===== config.mk =====
export PLATFORM = sky130hd
export DESIGN_NAME = fir_mac_sched
export DESIGN_NICKNAME = d
export VERILOG_FILES = /design/src/rtl/fir_mac_sched.sv
export SDC_FILE = /design/constraint.sdc
export NUM_CORES = 1
export LEC_CHECK = 0
export CAP_MARGIN = 15
export CORE_MARGIN = 3
export CORE_UTILIZATION = 25
export DETAILED_ROUTE_END_ITERATION = 8
export PLACE_DENSITY = 0.48
export REMOVE_ABC_BUFFERS = 1
export SLEW_MARGIN = 20
export SYNTH_ARGS = -nofsm -noshare
export SYNTH_HDL_FRONTEND = slang
export SYNTH_SLANG_ARGS = --single-unit

===== constraint.sdc =====
create_clock -name clk -period 21.3 [get_ports clk]
set_clock_uncertainty 0.1 [all_clocks]
set_input_delay 4.26 -clock clk [delete_from_list [all_inputs] [get_ports clk]]
set_output_delay 4.26 -clock clk [all_outputs]
set_load 0.02 [all_outputs]

===== src/rtl/fir_mac_sched.sv =====
// fir_mac_sched: time-multiplexed FIR controller. Holds the tap delay line and
// coefficient file, feeds one external multiplier one tap per cycle, accumulates
// the products and hands out one filtered result per accepted sample.
module fir_mac_sched #(
  parameter int TAPS = 16,
  parameter int AW   = 4
) (
  input  logic               clk,
  input  logic               rst,
  input  logic               s_valid,
  output logic               s_ready,
  input  logic signed [31:0] s_data,
  input  logic               coef_we,
  input  logic [AW-1:0]      coef_addr,
  input  logic signed [10:0] coef_data,
  output logic               coef_drop,
  output logic signed [31:0] mul_x,
  output logic signed [10:0] mul_y,
  input  logic signed [31:0] mul_p,
  output logic               m_valid,
  input  logic               m_ready,
  output logic signed [31:0] m_data,
  output logic               busy
);

  localparam int DATA_W = 32;
  localparam int COEF_W = 11;

  typedef enum logic [1:0] {IDLE, MAC, DRAIN, OUT} state_t;

  state_t                    state;
  state_t                    state_nxt;

  logic signed [DATA_W-1:0]  d [TAPS];
  logic signed [COEF_W-1:0]  c [TAPS];
  logic [AW-1:0]             k;
  logic signed [DATA_W-1:0]  prod_q;
  logic                      prod_v;
  logic signed [DATA_W-1:0]  acc;
  logic                      drop_q;

  // Accumulator arithmetic wraps modulo 2^32; overflow is intentionally ignored.
  function automatic logic signed [DATA_W-1:0] add_wrap(
    input logic signed [DATA_W-1:0] a,
    input logic signed [DATA_W-1:0] b
  );
    return a + b;
  endfunction

  // State register.
  always_ff @(posedge clk) begin
    if (rst) state <= IDLE;
    else     state <= state_nxt;
  end

  // Next-state: accept in IDLE, one MAC cycle per tap, one drain cycle, hold in OUT.
  always_comb begin
    state_nxt = state;
    case (state)
      IDLE:    if (s_valid) state_nxt = MAC;
      MAC:     if (k == AW'(TAPS - 1)) state_nxt = DRAIN;
      DRAIN:   state_nxt = OUT;
      OUT:     if (m_ready) state_nxt = IDLE;
      default: state_nxt = IDLE;
    endcase
  end

  // Outputs decoded from the registered state; all handshake flags forced low in reset.
  always_comb begin
    s_ready = !rst && (state == IDLE);
    busy    = !rst && (state != IDLE);
    m_valid = !rst && (state == OUT);
    mul_x   = '0;
    mul_y   = '0;
    if (state == MAC) begin
      mul_x = d[k];
      mul_y = c[k];
    end
  end

  assign coef_drop = drop_q && !rst;

  // Datapath: delay line, coefficient file, tap counter, product/accumulator, result.
  always_ff @(posedge clk) begin
    if (rst) begin
      for (int i = 0; i < TAPS; i++) begin
        d[i] <= '0;
        c[i] <= '0;
      end
      k      <= '0;
      prod_q <= '0;
      prod_v <= 1'b0;
      acc    <= '0;
      m_data <= '0;
      drop_q <= 1'b0;
    end else begin
      drop_q <= coef_we && (state != IDLE);
      if (coef_we && (state == IDLE)) c[coef_addr] <= coef_data;
      case (state)
        IDLE: begin
          if (s_valid) begin
            d[0] <= s_data;
            for (int i = 1; i < TAPS; i++) d[i] <= d[i-1];
            k      <= '0;
            acc    <= '0;
            prod_v <= 1'b0;
          end
        end
        MAC: begin
          prod_q <= mul_p;
          prod_v <= 1'b1;
          if (prod_v) acc <= add_wrap(acc, prod_q);
          k <= k + AW'(1);
        end
        DRAIN: begin
          m_data <= add_wrap(acc, prod_q);
          prod_v <= 1'b0;
        end
        default: ;
      endcase
    end
  end

endmodule


Word-level counts from Yosys, hierarchy flattened
Memory sizes are Yosys's and may differ from the RTL's. A register that Yosys moved wholly into a read port is not among the register bits.
Index checks and enable logic that the tools add are counted.
{"block": "totals", "reg_bits": 104, "ram_bits": 688, "wordCells": 96, "mem_count": 2}
{"block": "classes", "addsub": 2, "eq_ne": 8, "n_mux": 45, "bitwise_logic": 16, "reduce_logical": 16}
{"name": "d", "words": 16, "width": 32, "read_ports": 16, "rd_clocked_by_memory_dff": 1, "write_ports": 16, "line_no": "34", "text": "logic signed [DATA_W-1:0] d [TAPS];"}
{"name": "c", "words": 16, "width": 11, "read_ports": 1, "rd_clocked_by_memory_dff": 1, "write_ports": 16, "line_no": "35", "text": "logic signed [COEF_W-1:0] c [TAPS];"}
{"op": "two-way mux 32 bit", "count": 19}
{"op": "case mux 32 bit (2 select lines)", "count": 1}
{"op": "adder 32 bit", "count": 1}
{"op": "two-way mux 4 bit", "count": 6}
{"op": "two-way mux 11 bit", "count": 2}
{"op": "OR 1 bit", "count": 16}
{"op": "two-way mux 1 bit", "count": 11}
{"op": "OR reduction 11 bit", "count": 1}
{"op": "!= test 2 bit (second input constant)", "count": 4}
{"op": "case mux 2 bit (4 select lines)", "count": 1}
{"op": "case mux 4 bit (2 select lines)", "count": 1}
{"op": "logical AND 1 bit", "count": 6}
{"op": "two-way mux 2 bit", "count": 3}
{"op": "AND reduction 3 bit", "count": 2}
{"op": "adder 4 x 1 -> 4 bit (second input constant)", "count": 1}
{"op": "== test 2 bit (second input constant)", "count": 2}
{"op": "== test 4 bit (second input constant)", "count": 1}
{"op": "AND reduction 2 bit", "count": 2}
{"op": "nonzero test 2 bit", "count": 2}
{"op": "case mux 1 bit (3 select lines)", "count": 1}
{"op": "nonzero test 3 bit", "count": 1}
{"op": "== test 2 x 1 -> 1 bit (second input constant)", "count": 1}
{"op": "zero test 2 bit", "count": 1}
{"op": "zero test 1 bit", "count": 1}

Logic depth before layout (Yosys ltp)
{"block": "depth", "word_depth": 7, "ltp_mapped": 11, "mapped_depth_nobuf": 10}

Least setup slack after synthesis
Ideal clock, no wire load.
{"block": "synth_path", "path_kind": "input-to-reg", "from": "in rst", "to": "mem d[0][0] (enable)", "setup_time_ns": 3.644, "arrival_time_ns": 13.113, "slack_ns": 4.444, "cell_stages": 4, "path_buffers": 2, "path_cell_list": "inv_1 clkbuf_1 buf_1 nand2_1"}
{"item": "start, declared", "line_no": "9", "text": "input logic rst,"}
{"item": "end, declared", "line_no": "34"}

Worst setup path after layout
{"block": "layout_path", "from": "in rst", "to": "out s_ready"}
{"block": "layout_via", "elab_chain_cells": 2}
{"item": "zero test 1 bit", "line_no": "70", "text": "s_ready = !rst && (state == IDLE);"}
{"item": "logical AND 1 bit", "line_no": "70"}
{"item": "end, declared", "line_no": "11", "text": "output logic s_ready,"}
Every way passes these cells.

==> impl_metrics.yaml <==
floorplan:
  num_rows: 140
  start_util_pct: 25.20
  dieHeight_um: 389.3
  core_area_um2: 145700
  die_area_um2: 151500
  ioPinCount: 163
  floorplan.die.width_um: 389.3
synth:
  synth_area_per_cell_um2: 14.71
  syn_area_um2: 36730
  synth_commonest_cells: "edfxtp_1, and2_1, mux4_2"
  yosysSeqAreaShare_pct: 62.14
  yosysTopAreaCellShare_pct: 56.25
  synth_cells: 2497
  synth-edff-count: 688
  synth.most_common_cell: "edfxtp_1"
  synthDistinctLibCells: 65
  yosysTopAreaCell: "edfxtp_1"
  synth-seq-cells: 796
  synth_area_leaders: "edfxtp_1, mux4_2, and2_1"
  synth_warnings: 0
  async_flop_share_pct: 0
  ys_dominant_reg_cell: "edfxtp_1"
routing:
  vias: 20290
  drt-total-wl_mm: 85.70
  ant_nets: 0
  via_per_inst: 4.400
  first_pass_iters: 5
  drtIter0Drc: 1455
  remaining_drc_errors: 0
  wire_per_inst_um: 18.58
global_route:
  grt_pass1_vias: 21190
  antenna_found_initial: 2
  grt_util_all_layers_pct: 11.31
  grt_pass1_wl_mm: 133.0
  grt_max_degree: 120
  grt-ovfl-total: 0
critical_path:
  r2r_cells: 7
  worstSetupEndpoint: "s_ready"
  r2r_end: "d[4][23]"
  cp.arrival_ns: 5.84
  r2r_start: "state[1]"
  crit_required_ns: 16.94
  rrSetupSlack_ns: 16.59
  worst_setup_path_end_kind: "primary output"
  path_max_fanout: 43
  crit_type: "input port to primary output"
  cp-start-kind: "input port"
  crit_path_start: "rst"
flow_run:
  cap_violations: 0
sta:
  max_slew.worst_pin.slew_ns: 1.008
  setup_tns_ns: 0
  fin_crit_ns: 10.20
  layout_setup_ws_ns: 11.10
  rsz0062_at_grt: "no"
  fmax_mhz: 98.08
  final_hold_viol_count: 0
  slew_violations: 0
  setup_viol: 0
  maxSlewHeadroom_pct: 32.83
  finalCritPeriodShare_pct: 47.87
clocking:
  cts_resized: 0
  clockRootBuffer: "clkbuf_16"
  clock_latency_ns: 0.70
  clk_pin_slew_worst_paths_ns: 0.06
  clock-sinks: 796
  cts_tree: "built"
  ctsHoldBuffers: 0
  htreeDepth: 3
  cts_inserted_buffers: 94
  postCtsSetupBuffers: 0
  cts_max_path_buffers: 3
power:
  vdd_drop_max_mv: 0.06501
  power-per-cell-area_nw_per_um2: 109.8
  power_w: 0.004757
  p_leak_nw: 15.21
cells_and_area:
  final_nets: 2744
  postLayoutCoreUtil_pct: 29.72
  area.growth.synth_to_final_pct: 17.95
  fillers: 14560
  final_layout_size_suffix_gt1_share_pct: 15.37
  layoutNonFillerInstCount: 4612
placement:
  dp_hpwl_mm: 52.47
  numPortBuffers: 162
  gp_congestion: 0.7804
  place_inst: 4443
  place_ws_ns: 11.05
worst_hold_path:
  holdCritPathClass: "register to register"
outcome:
  status: "completed"
[report_power, final]
part | total [W] | switching, W | internal (W)
clock | 0.00155 | 0.000673 | 0.000880
sequential | 0.00222 | 0.000150 | 0.00207
combinational | 0.000984 | 0.000532 | 0.000452
total | 0.00476 | 0.00135 | 0.00340
[cells in the final DEF, fill, tap and decap left out, types with 7 or more instances in the layout]
cell             count
a21o_1              14
a21oi_1             40
a22o_1               7
a22oi_1             15
and2_1             544
and3_1              14
buf_4               43
clkbuf_1            13
clkbuf_16           94
clkdlybuf4s50_1    161
clkinv_1            23
clkinv_2            16
dfxtp_1            104
edfxtp_1           688
ha_1                36
inv_1               20
mux2i_1             51
mux4_2             215
nand2_1             57
nand3_1             11
nand4_1              9
nor2_1             112
nor2b_1            196
nor3_1              12
o21a_1               9
o21ai_0             31
o21ai_1             13
or3_1               10
xnor2_1             12
xor2_1              10
[per-stage QoR]
stage	area [um2]	hold WS, ns
after global routing	43320	0.3749
after floorplan	35970	0.3291
after CTS	43320	0.3533
after detailed placement	40370	0.3451
after global placement	40370	0.3393
final	43320	0.3499
[cell families (layout without fill, tap and decap cells)]
family,Yosys count,count (layout),synth area share [%]
xor gates and xnor gates,22,22,0.5246
buffers and inverters,196,393,2.266
DFF,796,796,62.14
other,0,1,0
muxes,266,266,14.57
AOI/OAI and AO/OA,186,186,3.444
and+or+nand+nor,993,993,15.74
adders and majority gates,38,38,1.315
[worst max-delay path: stages]
cell and delay (ns):
buf_8 0.26, buf_4 0.45, and2b_1 0.27, clkdlybuf4s50_1 0.55
[metal layers]
metal | vias up | part of all wire, % | global-route usage (%)
met5 | - | 0 | 0
met4 | 0 | 2.1 | 3.340
met3 | 114 | 4.1 | 2.266
met2 | 327 | 46 | 17.83
met1 | 10370 | 48 | 15.72
li1 | 9485 | - | -
[how the worst min path moves through the flow]
stage	from	to	cells after the start
final	acc[26]	acc[26]	2
after global routing	acc[24]	acc[24]	2
after CTS	acc[24]	acc[24]	2
after detailed placement	acc[24]	acc[24]	2
after global placement	acc[24]	acc[24]	2
after floorplan	acc[24]	acc[24]	2
[state kept, by name (all words and copies together), names as in the netlist, named ones only]
| register | cells |
|---|---|
| acc | 32 |
| c | 176 |
| d | 512 |
| drop_q | 1 |
| k | 4 |
| m_data | 32 |
| prod_q | 32 |
| prod_v | 1 |
| state | 2 |
[area by class of cell]
| type | instances | area (um2) | area share (%) |
|---|---|---|---|
| multi-input combinational | 1505 | 13110 | 30.25 |
| clock inverter | 56 | 480.5 | 1.109 |
| timing repair buffer | 205 | 1949 | 4.500 |
| tap | 1917 | 2399 | 5.537 |
| clock buffer | 112 | 2470 | 5.702 |
| sequential | 796 | 22840 | 52.72 |
| inverter | 20 | 75.07 | 0.1733 |
| antenna | 1 | 2.502 | 0.005777 |
(Power assumes the default switching activity.)
==> patch (same settings) <==
Re-encode `state_t` (4 states) as Gray code, 2 bits wide.
--- a/src/rtl/fir_mac_sched.sv
+++ b/src/rtl/fir_mac_sched.sv
@@ -27,5 +27,5 @@
   localparam int COEF_W = 11;
 
-  typedef enum logic [1:0] {IDLE, MAC, DRAIN, OUT} state_t;
+  typedef enum logic [1:0] {IDLE = 2'b00, MAC = 2'b01, DRAIN = 2'b11, OUT = 2'b10} state_t;
 
   state_t                    state;
Function: same outputs for any inputs over 4 cycles, from zero or initial values and one cycle with rst high; so few cycles prove little.
==> patch against the unedited design <==
  * Synthesized area hardly changed
  * Sequential share of layout area is 0.25 points higher
  * Non-clock buffer count is 1 higher
  * Routed wire length is 8.0% higher
  * Sequential cell count stayed put
  * Design area is 0.47% lower
  * Setup slack better by 110 ps
Power is not compared: it rests on default switching activity, and its combinational part moved more than twofold at a synthesized area within 25%.
==> patch: results (changes against the unedited design) <==
Outcome
The run finished with clean final reports.

Clocking
The tree is rooted in a sky130_fd_sc_hd__clkbuf_16. The number of buffers created by CTS is 87 (-7.4%). The post-cts repair resize count is 0 (unchanged). The clock insertion delay at the later pin of the skew report is 670 ps (-30 ps). The post-CTS setup buffer count is 0 (unchanged). The deepest level of the CTS H-tree is 3 (unchanged). The buffer depth of the longest clock path is 3 (unchanged).

STA
The final setup violation count is 0 (unchanged). The actual slew at the worst max-slew pin came to 1100 ps (+96.8 ps).

Worst setup path
The startpoint identified for the worst register-to-register timing path is state[1]. The endpoint arrival time on the critical path is 5730 ps (-110 ps). The largest fanout on the critical path is 39 (-9.3%). The most critical setup path has its startpoint at rst.

Layout
The number of filler instances in the final layout is 14522 (-0.27%). The final layout net count is 2771 (+0.98%). The share of cells above drive strength 1 came to 0.150 (-0.00384).

Synth
The share of async-settable or async-resettable flops after synthesis is 0 (unchanged). Sorting the synthesized cells by area gives the leading types as sky130_fd_sc_hd__edfxtp_1 56%, sky130_fd_sc_hd__mux4_2 13%, sky130_fd_sc_hd__dfxtp_1 5.9%. Ranked by instance count, the synthesized netlist is headed by 688 x sky130_fd_sc_hd__edfxtp_1, 335 x sky130_fd_sc_hd__and3_1, 228 x sky130_fd_sc_hd__and2_1, 215 x sky130_fd_sc_hd__mux4_2, 197 x sky130_fd_sc_hd__clkbuf_1.

The count of synthesis-stage warnings from yosys came to 0 (unchanged). The sequential element share of the synthesized area is 0.622 (about the same). The distinct cell type count of the synthesized netlist came to 66 (+1.5%).

Worst hold path
The beginning of the worst hold path is m_data[4]. The worst hold-check path type is reg2reg.

Detailed routing
The via total after detailed routing came to 21372 (+5.3%). The number of detailed-route iterations in the first pass is 6 (+1). The number of design-rule violations left by the first detailed-router iteration is 1565 (+7.6%). The average detailed-routed wire length per instance is 20.0 µm (+7.6%).

Global routing
The initial antenna violation count was 3 (+1). The overall fraction of global-route tracks in use is 0.120 (+0.00723). The largest net degree at the start of global routing is 202 (+68%). The via count of the first global-routing pass is 22096 (+4.3%). The wire length of the first global-routing pass was 142000 µm (+6.5%).

Power
In this run the static leakage power is 16.0 nW. Across the VDD grid, the largest voltage drop is 0.0490 mV. The internal power summed over all cells is 2.81 mW.

Placed design
The global placer's final weighted congestion came to 0.810 (+3.7%). The number of port buffers came to 162 (unchanged). The instance area after placement is 40300 µm² (-0.21%). The setup slack at placement is 11100 ps (+44.2 ps). The half-perimeter wire length of the detailed placement result is 54100 µm (+3.1%).
patch: cell types whose count changed after synthesis, moves of 7 or more:
cell	delta
sky130_fd_sc_hd__o211ai_1	+10
sky130_fd_sc_hd__nor2_1	-47
sky130_fd_sc_hd__nand3_1	+7
sky130_fd_sc_hd__o21ai_0	+11
sky130_fd_sc_hd__and2_1	-316
sky130_fd_sc_hd__mux2i_1	-49
sky130_fd_sc_hd__a21oi_1	+54
sky130_fd_sc_hd__clkbuf_1	+62
sky130_fd_sc_hd__o21ai_1	-11
sky130_fd_sc_hd__nand2_1	+80
sky130_fd_sc_hd__buf_6	-9
sky130_fd_sc_hd__and3_1	+321
patch: per-stage QoR:
stage          hold slack, ps  cells  power [mW]   util
2_1_floorplan             329   2359        2.07      -
3_3_place_gp              343   4468        2.16  0.278
5_1_grt                   382   4627        3.80  0.298
3_5_place_dp              348   4468        2.16  0.278
6_report                  356   4629        3.65  0.298
4_1_cts                   359   4626        3.72  0.298
patch: final timing paths:
kind / end / slack [ps] / cells past startpoint
max: s_ready / 11210 / 3
max reg2reg: d[11][15] / 17170 / 6
min: m_data[4] / 360 / 2
min reg2reg: m_data[4] / 360 / 2
patch: worst max-delay path, stage by stage:
cell and delay [ps]:
sky130_fd_sc_hd__buf_8 170, sky130_fd_sc_hd__nor3_4 430, sky130_fd_sc_hd__clkdlybuf4s50_1 810
patch: routing by layer:
metal	wire, µm	vias to the layer above	GRT usage
met4	2220	0	0.0404
met3	3910	102	0.0191
met5	0	-	0
met1	43400	10979	0.169
met2	43000	366	0.189
li1	-	9925	-
patch: cell type report:
type,instances,share of cell area
sequential,796,0.530
multi-input combinational,1544,0.301
tap,1903,0.0552
clock buffer,115,0.0539
timing repair buffer,206,0.0464
clock inverter,43,0.0116
inverter,19,0.00165
antenna,3,0.000174
patch: logic make-up after synthesis:
logic type,synth area share
XOR/XNOR,0.00334
AO/OA/AOI/OAI,0.0431
multiplexers,0.133
AND/OR/NAND/NOR,0.162
flip-flops,0.622
adder cells (fa/ha/maj),0.0115
buffers and inverters,0.0252
patch: power by group through the flow:
stage | clock network (mW) | logic [mW] | registers [mW]
after floorplan | 0 | 0.175 | 1.90
after global placement | 0 | 0.284 | 1.88
after detailed placement | 0 | 0.286 | 1.88
after CTS | 1.59 | 0.287 | 1.85
after global routing | 1.64 | 0.304 | 1.86
final | 1.53 | 0.279 | 1.84
